<file path="src/rtl/uart_rx_cfg.sv">
`timescale 1ns/1ps
// -----------------------------------------------------------------------------
// uart_rx_cfg
// Parametrised UART receiver for the Bluetooth serial link. Receives frames of
// DATA_BITS payload bits (LSB first), an optional parity bit and one or two stop
// bits. Each bit is decided by a 3-sample majority vote around mid-bit. A start
// bit that votes high is rejected as a glitch. Completed frames, including those
// with framing or parity errors, land in a one-entry holding register with a
// read handshake and sticky overrun detection.
//
// Parameters
//   CLK_HZ     system clock frequency in Hz
//   BAUD       line rate in bit/s
//   DATA_BITS  payload bits per frame (5..9)
//   PARITY     0 none, 1 odd, 2 even
//   STOP_BITS  1 or 2
//
// Ports
//   clk        system clock, all logic on the rising edge
//   rst        synchronous reset, active high
//   get        asynchronous serial input, idles high
//   rd         consume pulse: clears valid and overrun when valid is set
//   data       payload of the most recent frame, held until the next frame
//   valid      data holds a frame that has not been read yet
//   frame_err  a stop bit of the frame in data was sampled low
//   parity_err parity mismatch on the frame in data (0 when PARITY = 0)
//   overrun    sticky: a frame was written over an unread one
//   busy       receiver is inside a frame
// -----------------------------------------------------------------------------
module uart_rx_cfg #(
    parameter int CLK_HZ    = 100_000_000,
    parameter int BAUD      = 9600,
    parameter int DATA_BITS = 8,
    parameter int PARITY    = 0,
    parameter int STOP_BITS = 1
) (
    input  logic                 clk,
    input  logic                 rst,
    input  logic                 get,
    input  logic                 rd,
    output logic [DATA_BITS-1:0] data,
    output logic                 valid,
    output logic                 frame_err,
    output logic                 parity_err,
    output logic                 overrun,
    output logic                 busy
);

    // Bit period rounded to the nearest clock, and the mid-bit point.
    localparam int BIT_CYC = (CLK_HZ + BAUD / 2) / BAUD;
    localparam int HALF    = BIT_CYC / 2;
    localparam int CNT_W   = $clog2(BIT_CYC);

    localparam logic [CNT_W-1:0] CNT_ZERO = {CNT_W{1'b0}};
    localparam logic [CNT_W-1:0] CNT_ONE  = CNT_W'(1);
    localparam logic [CNT_W-1:0] CNT_LAST = CNT_W'(BIT_CYC - 1);
    // Three sample points straddling mid-bit; the vote is taken on the last one.
    localparam logic [CNT_W-1:0] SMP_A    = CNT_W'(HALF - 1);
    localparam logic [CNT_W-1:0] SMP_B    = CNT_W'(HALF);
    localparam logic [CNT_W-1:0] SMP_C    = CNT_W'(HALF + 1);

    localparam logic [3:0] IDX_DATA_LAST = 4'(DATA_BITS - 1);
    localparam logic [3:0] IDX_STOP_LAST = 4'(STOP_BITS - 1);

    // Elaboration-time guard against parameter sets the timing cannot support.
    if (BIT_CYC < 4 || DATA_BITS < 5 || DATA_BITS > 9 ||
        PARITY < 0 || PARITY > 2 || STOP_BITS < 1 || STOP_BITS > 2) begin : g_param_check
        $error("uart_rx_cfg: illegal parameter set");
    end

    typedef enum logic [2:0] {
        ST_IDLE   = 3'd0,
        ST_START  = 3'd1,
        ST_DATA   = 3'd2,
        ST_PARITY = 3'd3,
        ST_STOP   = 3'd4
    } state_t;

    // 2-of-3 majority of the mid-bit samples.
    function automatic logic majority3(input logic a, input logic b, input logic c);
        return (a & b) | (a & c) | (b & c);
    endfunction

    // Returns 1 when the received parity bit does not match the payload.
    // Odd parity wants XOR(data, p) = 1, even parity wants XOR(data, p) = 0.
    function automatic logic parity_bad(input logic [DATA_BITS-1:0] d, input logic p);
        logic x;
        x = (^d) ^ p;
        case (PARITY)
            32'sd1:  return ~x;
            32'sd2:  return x;
            default: return 1'b0;
        endcase
    endfunction

    logic [2:0]           sync_r;
    state_t               state_r;
    logic [CNT_W-1:0]     cnt_r;
    logic [3:0]           idx_r;
    logic                 smp_a_r;
    logic                 smp_b_r;
    logic [DATA_BITS-1:0] shift_r;
    logic                 par_bit_r;
    logic                 stop_err_r;
    logic                 busy_r;

    logic [DATA_BITS-1:0] data_r;
    logic                 valid_r;
    logic                 frame_err_r;
    logic                 parity_err_r;
    logic                 overrun_r;

    logic                 start_edge_s;
    logic                 decide_s;
    logic                 bit_s;
    logic                 frame_done_s;

    // sync_r[2] is the oldest, fully synchronised copy of the line.
    assign start_edge_s = sync_r[2] & ~sync_r[1];
    assign decide_s     = (state_r != ST_IDLE) && (cnt_r == SMP_C);
    assign bit_s        = majority3(smp_a_r, smp_b_r, sync_r[2]);
    // Decision cycle of the last stop bit: the frame is handed over here,
    // half a bit early, so a following start edge is never missed.
    assign frame_done_s = decide_s && (state_r == ST_STOP) && (idx_r == IDX_STOP_LAST);

    // Three-flop synchroniser; resets to idle-high so reset never fakes a start edge.
    always_ff @(posedge clk) begin
        if (rst) begin
            sync_r <= 3'b111;
        end else begin
            sync_r <= {sync_r[1:0], get};
        end
    end

    // Receive FSM: bit timing, mid-bit sampling, majority vote and frame assembly.
    always_ff @(posedge clk) begin
        if (rst) begin
            state_r    <= ST_IDLE;
            cnt_r      <= CNT_ZERO;
            idx_r      <= 4'd0;
            smp_a_r    <= 1'b1;
            smp_b_r    <= 1'b1;
            shift_r    <= {DATA_BITS{1'b0}};
            par_bit_r  <= 1'b0;
            stop_err_r <= 1'b0;
            busy_r     <= 1'b0;
        end else begin
            case (state_r)
                ST_IDLE: begin
                    if (start_edge_s) begin
                        state_r    <= ST_START;
                        cnt_r      <= CNT_ZERO;
                        idx_r      <= 4'd0;
                        stop_err_r <= 1'b0;
                        busy_r     <= 1'b1;
                    end
                end
                default: begin
                    // The counter free-runs across bit boundaries; states advance
                    // at the vote point, so each state owns the bit being voted.
                    if (cnt_r == CNT_LAST) begin
                        cnt_r <= CNT_ZERO;
                    end else begin
                        cnt_r <= cnt_r + CNT_ONE;
                    end
                    if (cnt_r == SMP_A) begin
                        smp_a_r <= sync_r[2];
                    end
                    if (cnt_r == SMP_B) begin
                        smp_b_r <= sync_r[2];
                    end
                    if (decide_s) begin
                        case (state_r)
                            ST_START: begin
                                if (bit_s) begin
                                    // Start bit voted high: glitch, drop silently.
                                    state_r <= ST_IDLE;
                                    busy_r  <= 1'b0;
                                end else begin
                                    state_r <= ST_DATA;
                                    idx_r   <= 4'd0;
                                end
                            end
                            ST_DATA: begin
                                // LSB arrives first; after DATA_BITS shifts it sits at bit 0.
                                shift_r <= {bit_s, shift_r[DATA_BITS-1:1]};
                                if (idx_r == IDX_DATA_LAST) begin
                                    idx_r   <= 4'd0;
                                    state_r <= (PARITY != 0) ? ST_PARITY : ST_STOP;
                                end else begin
                                    idx_r <= idx_r + 4'd1;
                                end
                            end
                            ST_PARITY: begin
                                par_bit_r <= bit_s;
                                idx_r     <= 4'd0;
                                state_r   <= ST_STOP;
                            end
                            ST_STOP: begin
                                if (!bit_s) begin
                                    stop_err_r <= 1'b1;
                                end
                                if (idx_r == IDX_STOP_LAST) begin
                                    state_r <= ST_IDLE;
                                    busy_r  <= 1'b0;
                                end else begin
                                    idx_r <= idx_r + 4'd1;
                                end
                            end
                            default: begin
                                // Unreachable encodings recover to idle.
                                state_r <= ST_IDLE;
                                busy_r  <= 1'b0;
                            end
                        endcase
                    end
                end
            endcase
        end
    end

    // Holding register and read handshake; a new frame takes priority over rd.
    always_ff @(posedge clk) begin
        if (rst) begin
            data_r       <= {DATA_BITS{1'b0}};
            valid_r      <= 1'b0;
            frame_err_r  <= 1'b0;
            parity_err_r <= 1'b0;
            overrun_r    <= 1'b0;
        end else if (frame_done_s) begin
            data_r       <= shift_r;
            frame_err_r  <= stop_err_r | ~bit_s;
            parity_err_r <= parity_bad(shift_r, par_bit_r);
            valid_r      <= 1'b1;
            // Overwriting an unread frame is an overrun; a same-cycle rd
            // consumes the old frame, so overrun is left as it was.
            if (valid_r && !rd) begin
                overrun_r <= 1'b1;
            end else begin
                overrun_r <= overrun_r;
            end
        end else if (rd && valid_r) begin
            valid_r   <= 1'b0;
            overrun_r <= 1'b0;
        end else begin
            valid_r   <= valid_r;
            overrun_r <= overrun_r;
        end
    end

    assign data       = data_r;
    assign valid      = valid_r;
    assign frame_err  = frame_err_r;
    assign parity_err = parity_err_r;
    assign overrun    = overrun_r;
    assign busy       = busy_r;

endmodule

</file>
<file path="config.mk">
export PLATFORM = sky130hd
export DESIGN_NAME = uart_rx_cfg
export DESIGN_NICKNAME = d
export VERILOG_FILES = /design/src/rtl/uart_rx_cfg.sv
export SDC_FILE = /design/constraint.sdc
export NUM_CORES = 1
export LEC_CHECK = 0
export ABC_AREA = 1
export CORE_UTILIZATION = 40
export CTS_CLUSTER_SIZE = 28
export DETAILED_ROUTE_END_ITERATION = 6
export PLACE_DENSITY_LB_ADDON = 0.2
export SYNTH_ARGS = -nofsm -noshare
export SYNTH_HDL_FRONTEND = slang
export SYNTH_SLANG_ARGS = --single-unit
</file>
<file path="constraint.sdc">
create_clock -name clk -period 1.4 [get_ports clk]
set_input_delay 0.42 -clock clk [delete_from_list [all_inputs] [get_ports clk]]
set_output_delay 0.42 -clock clk [all_outputs]
set_load 0.005 [all_outputs]
</file>
After elaboration in Yosys (flattened, before gate mapping)
Cells that the tools add are included.
- multiplexer cells: 32
- eq/ne operators: 18
- add/sub/neg operators: 2
- reductions and logical operators: 22
- bitwise gates (word level): 10
- operator list (kind ; number):
    equality test 14 x 13 -> 1 bit, second input constant ; 3
    two-way mux 14 bit ; 3
    two-way mux 4 bit ; 6
    case mux 4 bit (4 select lines) ; 1
    two-way mux 3 bit ; 5
    adder 14 x 1 -> 14 bit, second input constant ; 1
    equality test 14 bit, second input constant ; 1
    two-way mux 1 bit ; 14
    case mux 3 bit (4 select lines) ; 1
    AND reduction 5 bit ; 2
    != test 3 bit, second input constant ; 3
    AND reduction 4 bit ; 2
    equality test 3 x 2 -> 1 bit, second input constant ; 2
    != test 2 x 1 -> 1 bit, second input constant ; 3
    AND reduction 2 bit ; 3
    nonzero test 2 bit ; 3
    logical AND 1 bit ; 5
    nonzero test 5 bit ; 1
    adder 4 x 1 -> 4 bit, second input constant ; 1
    bitwise AND 1 bit ; 4
    equality test 4 x 3 -> 1 bit, second input constant ; 1
    logical NOT 4 bit ; 1
    equality test 3 x 1 -> 1 bit, second input constant ; 1
    equality test 3 bit, second input constant ; 1
    12 further kinds ; 16
- input port bits: 4
- word-level logic and storage cells: 97
- register bits: 47
- output and inout bits: 13

Longest topological paths before layout
- word-level depth: 7
- depth in mapped cells: 11
- depth with buffers taken out: 11

Worst setup path before layout
OpenSTA, ideal clock, no wires.
- kind: register to register
- start: register cnt_r[1]
- end: register shift_r[5]
- period minus slack after synthesis: 1.333 ns
- buffers on the path: 1
- arrival time: 1.214 ns
- slack: 0.067 ns
- stages on the path, launching flop included: 9
- cell sequence: dfxtp_1 inv_1 ha_1 nand3_2 nor2_4 nand3_2 buf_2 o21ai_0 a21oi_1
- cells in the longest elaborated chain, start to end: 3
- RTL lines (element ; line ; source):
    start, declared ; 98 ; logic [CNT_W-1:0] cnt_r;
    start signal, assigned ; 164 ; cnt_r <= cnt_r + CNT_ONE;
    equality test 14 x 13 -> 1 bit ; 120 ; assign decide_s = (state_r != ST_IDLE) && (cnt_r == SMP_C);
    logical AND 1 bit ; 120 ;
    AND reduction 3 bit (no source line) ; - ;
    end signal, assigned ; 143 ; shift_r <= {DATA_BITS{1'b0}};
    end signal, assigned ; 186 ; shift_r <= {bit_s, shift_r[DATA_BITS-1:1]};
    end, declared ; 102 ; logic [DATA_BITS-1:0] shift_r;
Every way passes these cells.
A chain may end at the register's enable or synchronous reset.

Worst setup path in the final report
- start: register cnt_r[1]
- end: register data_r[5] (netlist: data[5])
- cells in the longest elaborated chain, start to end: 4
- RTL lines (element ; line ; source):
    equality test 14 x 13 -> 1 bit ; 120 ;
    logical AND 1 bit ; 120 ;
    logical AND 1 bit (2 in series) ; 124 ; assign frame_done_s = decide_s && (state_r == ST_STOP) && (idx_r == IDX_STOP_LAST);
    end signal, assigned ; 225 ; data_r <= {DATA_BITS{1'b0}};
    end signal, assigned ; 231 ; data_r <= shift_r;
    end, declared ; 107 ; logic [DATA_BITS-1:0] data_r;
Every way passes these cells.

==> run metrics <==
Yosys Warn Count 0; met3 routing resource usage after global routing 4.71%; net count after synthesis 351; port buffer count 15; routed via count 2,379; total congestion overflow 0; number of buffers added by the clock tree synthesis step 5; Core Box Area 5610 µm²; Mapped Cells 342; Die W between 70 and 80 µm; global route hottest layer met2; top achievable clock speed 0.657 GHz; number of storage elements in the synthesis netlist 47; share of the core filled with cells in the final layout 61.9%; most frequent standard cell in the layout excluding fill and tap cells nand2_1; cell area after placement 2850 µm²; First DRT Iteration DRCs 70; first-pass GRT wire length 9900 µm; final count of negative-setup-slack endpoints 30; post-layout instance area 3470 µm²; Pre-antenna DRT Iters 4; fraction of layout cells with a size suffix above 1 40.1%; RSZ-0062 raised after global routing yes; CTS root buffer clkbuf_8; synthesized area per cell ~7 µm²; Worst Hold Margin 438 ps; outcome complete, but fails checks; final clock skew 7.86 ps; number of nets with antenna violations after detailed routing 0; via count of the first global-routing pass about 2,100; maximum VDD drop 0.603 mV; Clock Latency Late Sink 310 ps; global-route met2 utilization about a third; max cap viols 0; min cycle time layout 1520 ps; xor/xnor share of the synthesized area roughly 1.8%; n_diodes 0; total routing usage reported by global routing ~20%; last weighted congestion value of the routability-driven placer 0.821; share of synthesized area spent on multiplexers 0%; violated checks setup timing; pin count of the biggest net entering global routing 22; synth unique cells 28; compound-cell area share of the yosys netlist around 13%; Cell Pwr Density between 800 and 900 nW/µm²; clock-pin transition on the worst setup and hold timing paths 90 ps; H-tree depth reported by CTS 2; total half-perimeter wirelength after legalization and detailed placement around 3800 µm; final routed wirelength across all metal layers about 6200 µm; Critical Path Source Type register; path class of the lowest-slack min-delay path register to register; number of vias per cell 4.88; vertical die dimension roughly 80 µm; area of the mapped netlist 2370 µm²; highest-count cells in the layout ignoring fill and taps nand2_1 (62), buf_4 (44), nor2_1 (42); worst-path fanout max 5; category of the worst setup path capture point register; area added between synthesis and finish 46.6%; Routed WL per cell 12.7 µm; clock tree buffer depth 2; required time reported for the critical path endpoint 1650 ps; fin nets 424; count of pins on the block boundary 17; final count of pins violating max slew 0; count of final hold-check violations 0; critical path start-end classification register to register; hold-fix buffers at CTS 0; antenna violations before repair 0; ratio of final minimum period to clock period 109%; synthesized-area fraction occupied by adder cells between 2 and 3%; global-route track usage on met1 25.6%; number of placement rows 27; final critical-path setup slack -121 ps; TritonCTS clock tree done; Simple-Gate Fraction of Synth Area 34.2%; count of clock tree sinks 47; static leakage 1.47 nW; effective utilization at floorplan 42.2%; arrival time at the worst endpoint approximately 1800 ps; post-synthesis sequential area ratio 39.7%; combinational family with the most area after synthesis simple AND/OR/NAND/NOR gates; DRC 0; floorplan die area approximately 6200 µm²
## registers in the layout (all words and copies together), names as in the netlist, 3 cells and up
| signal | count |
|---|---|
| cnt_r | 14 |
| idx_r | 4 |
| state_r | 3 |
| sync_r | 3 |
| data | 8 |
| shift_r | 8 |
## Yosys cell counts
cell / count / area share, %
o21ai_0: 16 / 3.4
xor2_1: 5 / 1.8
buf_4: 2 / 0.63
nand3_2: 3 / 1.3
nand2_2: 6 / 1.6
or2_2: 3 / 0.79
nor3_4: 1 / 0.69
conb_1: 1 / 0.16
inv_1: 35 / 5.5
buf_2: 2 / 0.42
nor2_1: 50 / 7.9
nand2_1: 76 / 12
nor2_2: 2 / 0.53
nor3_1: 2 / 0.42
nand3_1: 22 / 4.7
o21a_1: 2 / 0.63
nor2_4: 6 / 2.9
o21ai_2: 1 / 0.37
clkbuf_2: 1 / 0.21
nand4_1: 4 / 1.1
ha_1: 5 / 2.6
and2_4: 1 / 0.37
inv_2: 6 / 0.95
dfxtp_1: 47 / 40
buf_6: 1 / 0.48
o21ai_1: 9 / 1.9
clkbuf_1: 2 / 0.32
a21oi_1: 31 / 6.6
## power breakdown
| part | internal, mW | leakage [nW] | switching (mW) |
|---|---|---|---|
| logic | 0.277 | 1.04 | 0.383 |
| registers | 1.38 | 0.389 | 0.0331 |
| clock network | 0.359 | 0.0485 | 0.500 |
## metal layers
| layer | routed length (µm) | vias to the layer above |
|---|---|---|
| li1 | - | 1230 |
| met1 | 2870 | 1103 |
| met2 | 3080 | 37 |
| met3 | 164 | 9 |
| met4 | 74 | 0 |
| met5 | 0 | - |
## cells by family (layout without fill, tap and decap cells)
| logic type | count (synthesis) | count (layout) |
|---|---|---|
| adders and majority gates | 5 | 5 |
| other | 1 | 1 |
| DFF | 47 | 47 |
| xor gates and xnor gates | 5 | 5 |
| and+or+nand+nor | 176 | 178 |
| AOI/OAI and AO/OA | 59 | 59 |
| buffers and inverters | 49 | 121 |
## critical path, stage by stage (launching register included)
cell and delay [ps]:
dfxtp_2 340, inv_2 70, ha_4 140, nand3_4 80
nor2_4 130, nand2_2 80, nor3_4 200, buf_6 150
buf_6 120, o21ai_2 50, nor2_1 100
## stage by stage
stage	instances	worst slack [ps]	TNS, ps	power [mW]
floorplan	342	66.8	0	1.72
global placement	458	-44.2	-325	1.89
detailed placement	458	-88.3	-1900	1.90
CTS	481	-110	-2120	2.83
global route	488	-217	-5270	3.09
finish	488	-121	-1740	2.93
## final timing paths
check	from	endpoint	slack, ps	depth (start not counted)
worst max-delay path	cnt_r[1]$_SDFFE_PP0P_	data[5]$_SDFFE_PP0P_	-120	10
worst min-delay path	sync_r[0]$_SDFF_PP1_	sync_r[1]$_SDFF_PP1_	440	1
worst max register to register	cnt_r[1]$_SDFFE_PP0P_	data[5]$_SDFFE_PP0P_	-120	10
worst min register to register	sync_r[0]$_SDFF_PP1_	sync_r[1]$_SDFF_PP1_	440	1
## what timing repair did
action / in CTS / in global routing
pin swaps: 8 / 32
gates resized for setup: 66 / 68
setup endpoints to repair: 49 / 44
buffers inserted: 12 / 8
endpoints found under the hold margin: 0 / 0
cloned: 3 / 1
## layout make-up
type,instances,area (µm²)
fillers,512,2140
well taps,72,90.1
repair buffers,71,609
flip-flops and latches,47,966
multi-input cells,248,1540
clock buffers,5,68.8
inverters,41,164
clock inverters,3,22.5
repair inverters,1,7.51
Power figures use the tool's default switching activity.
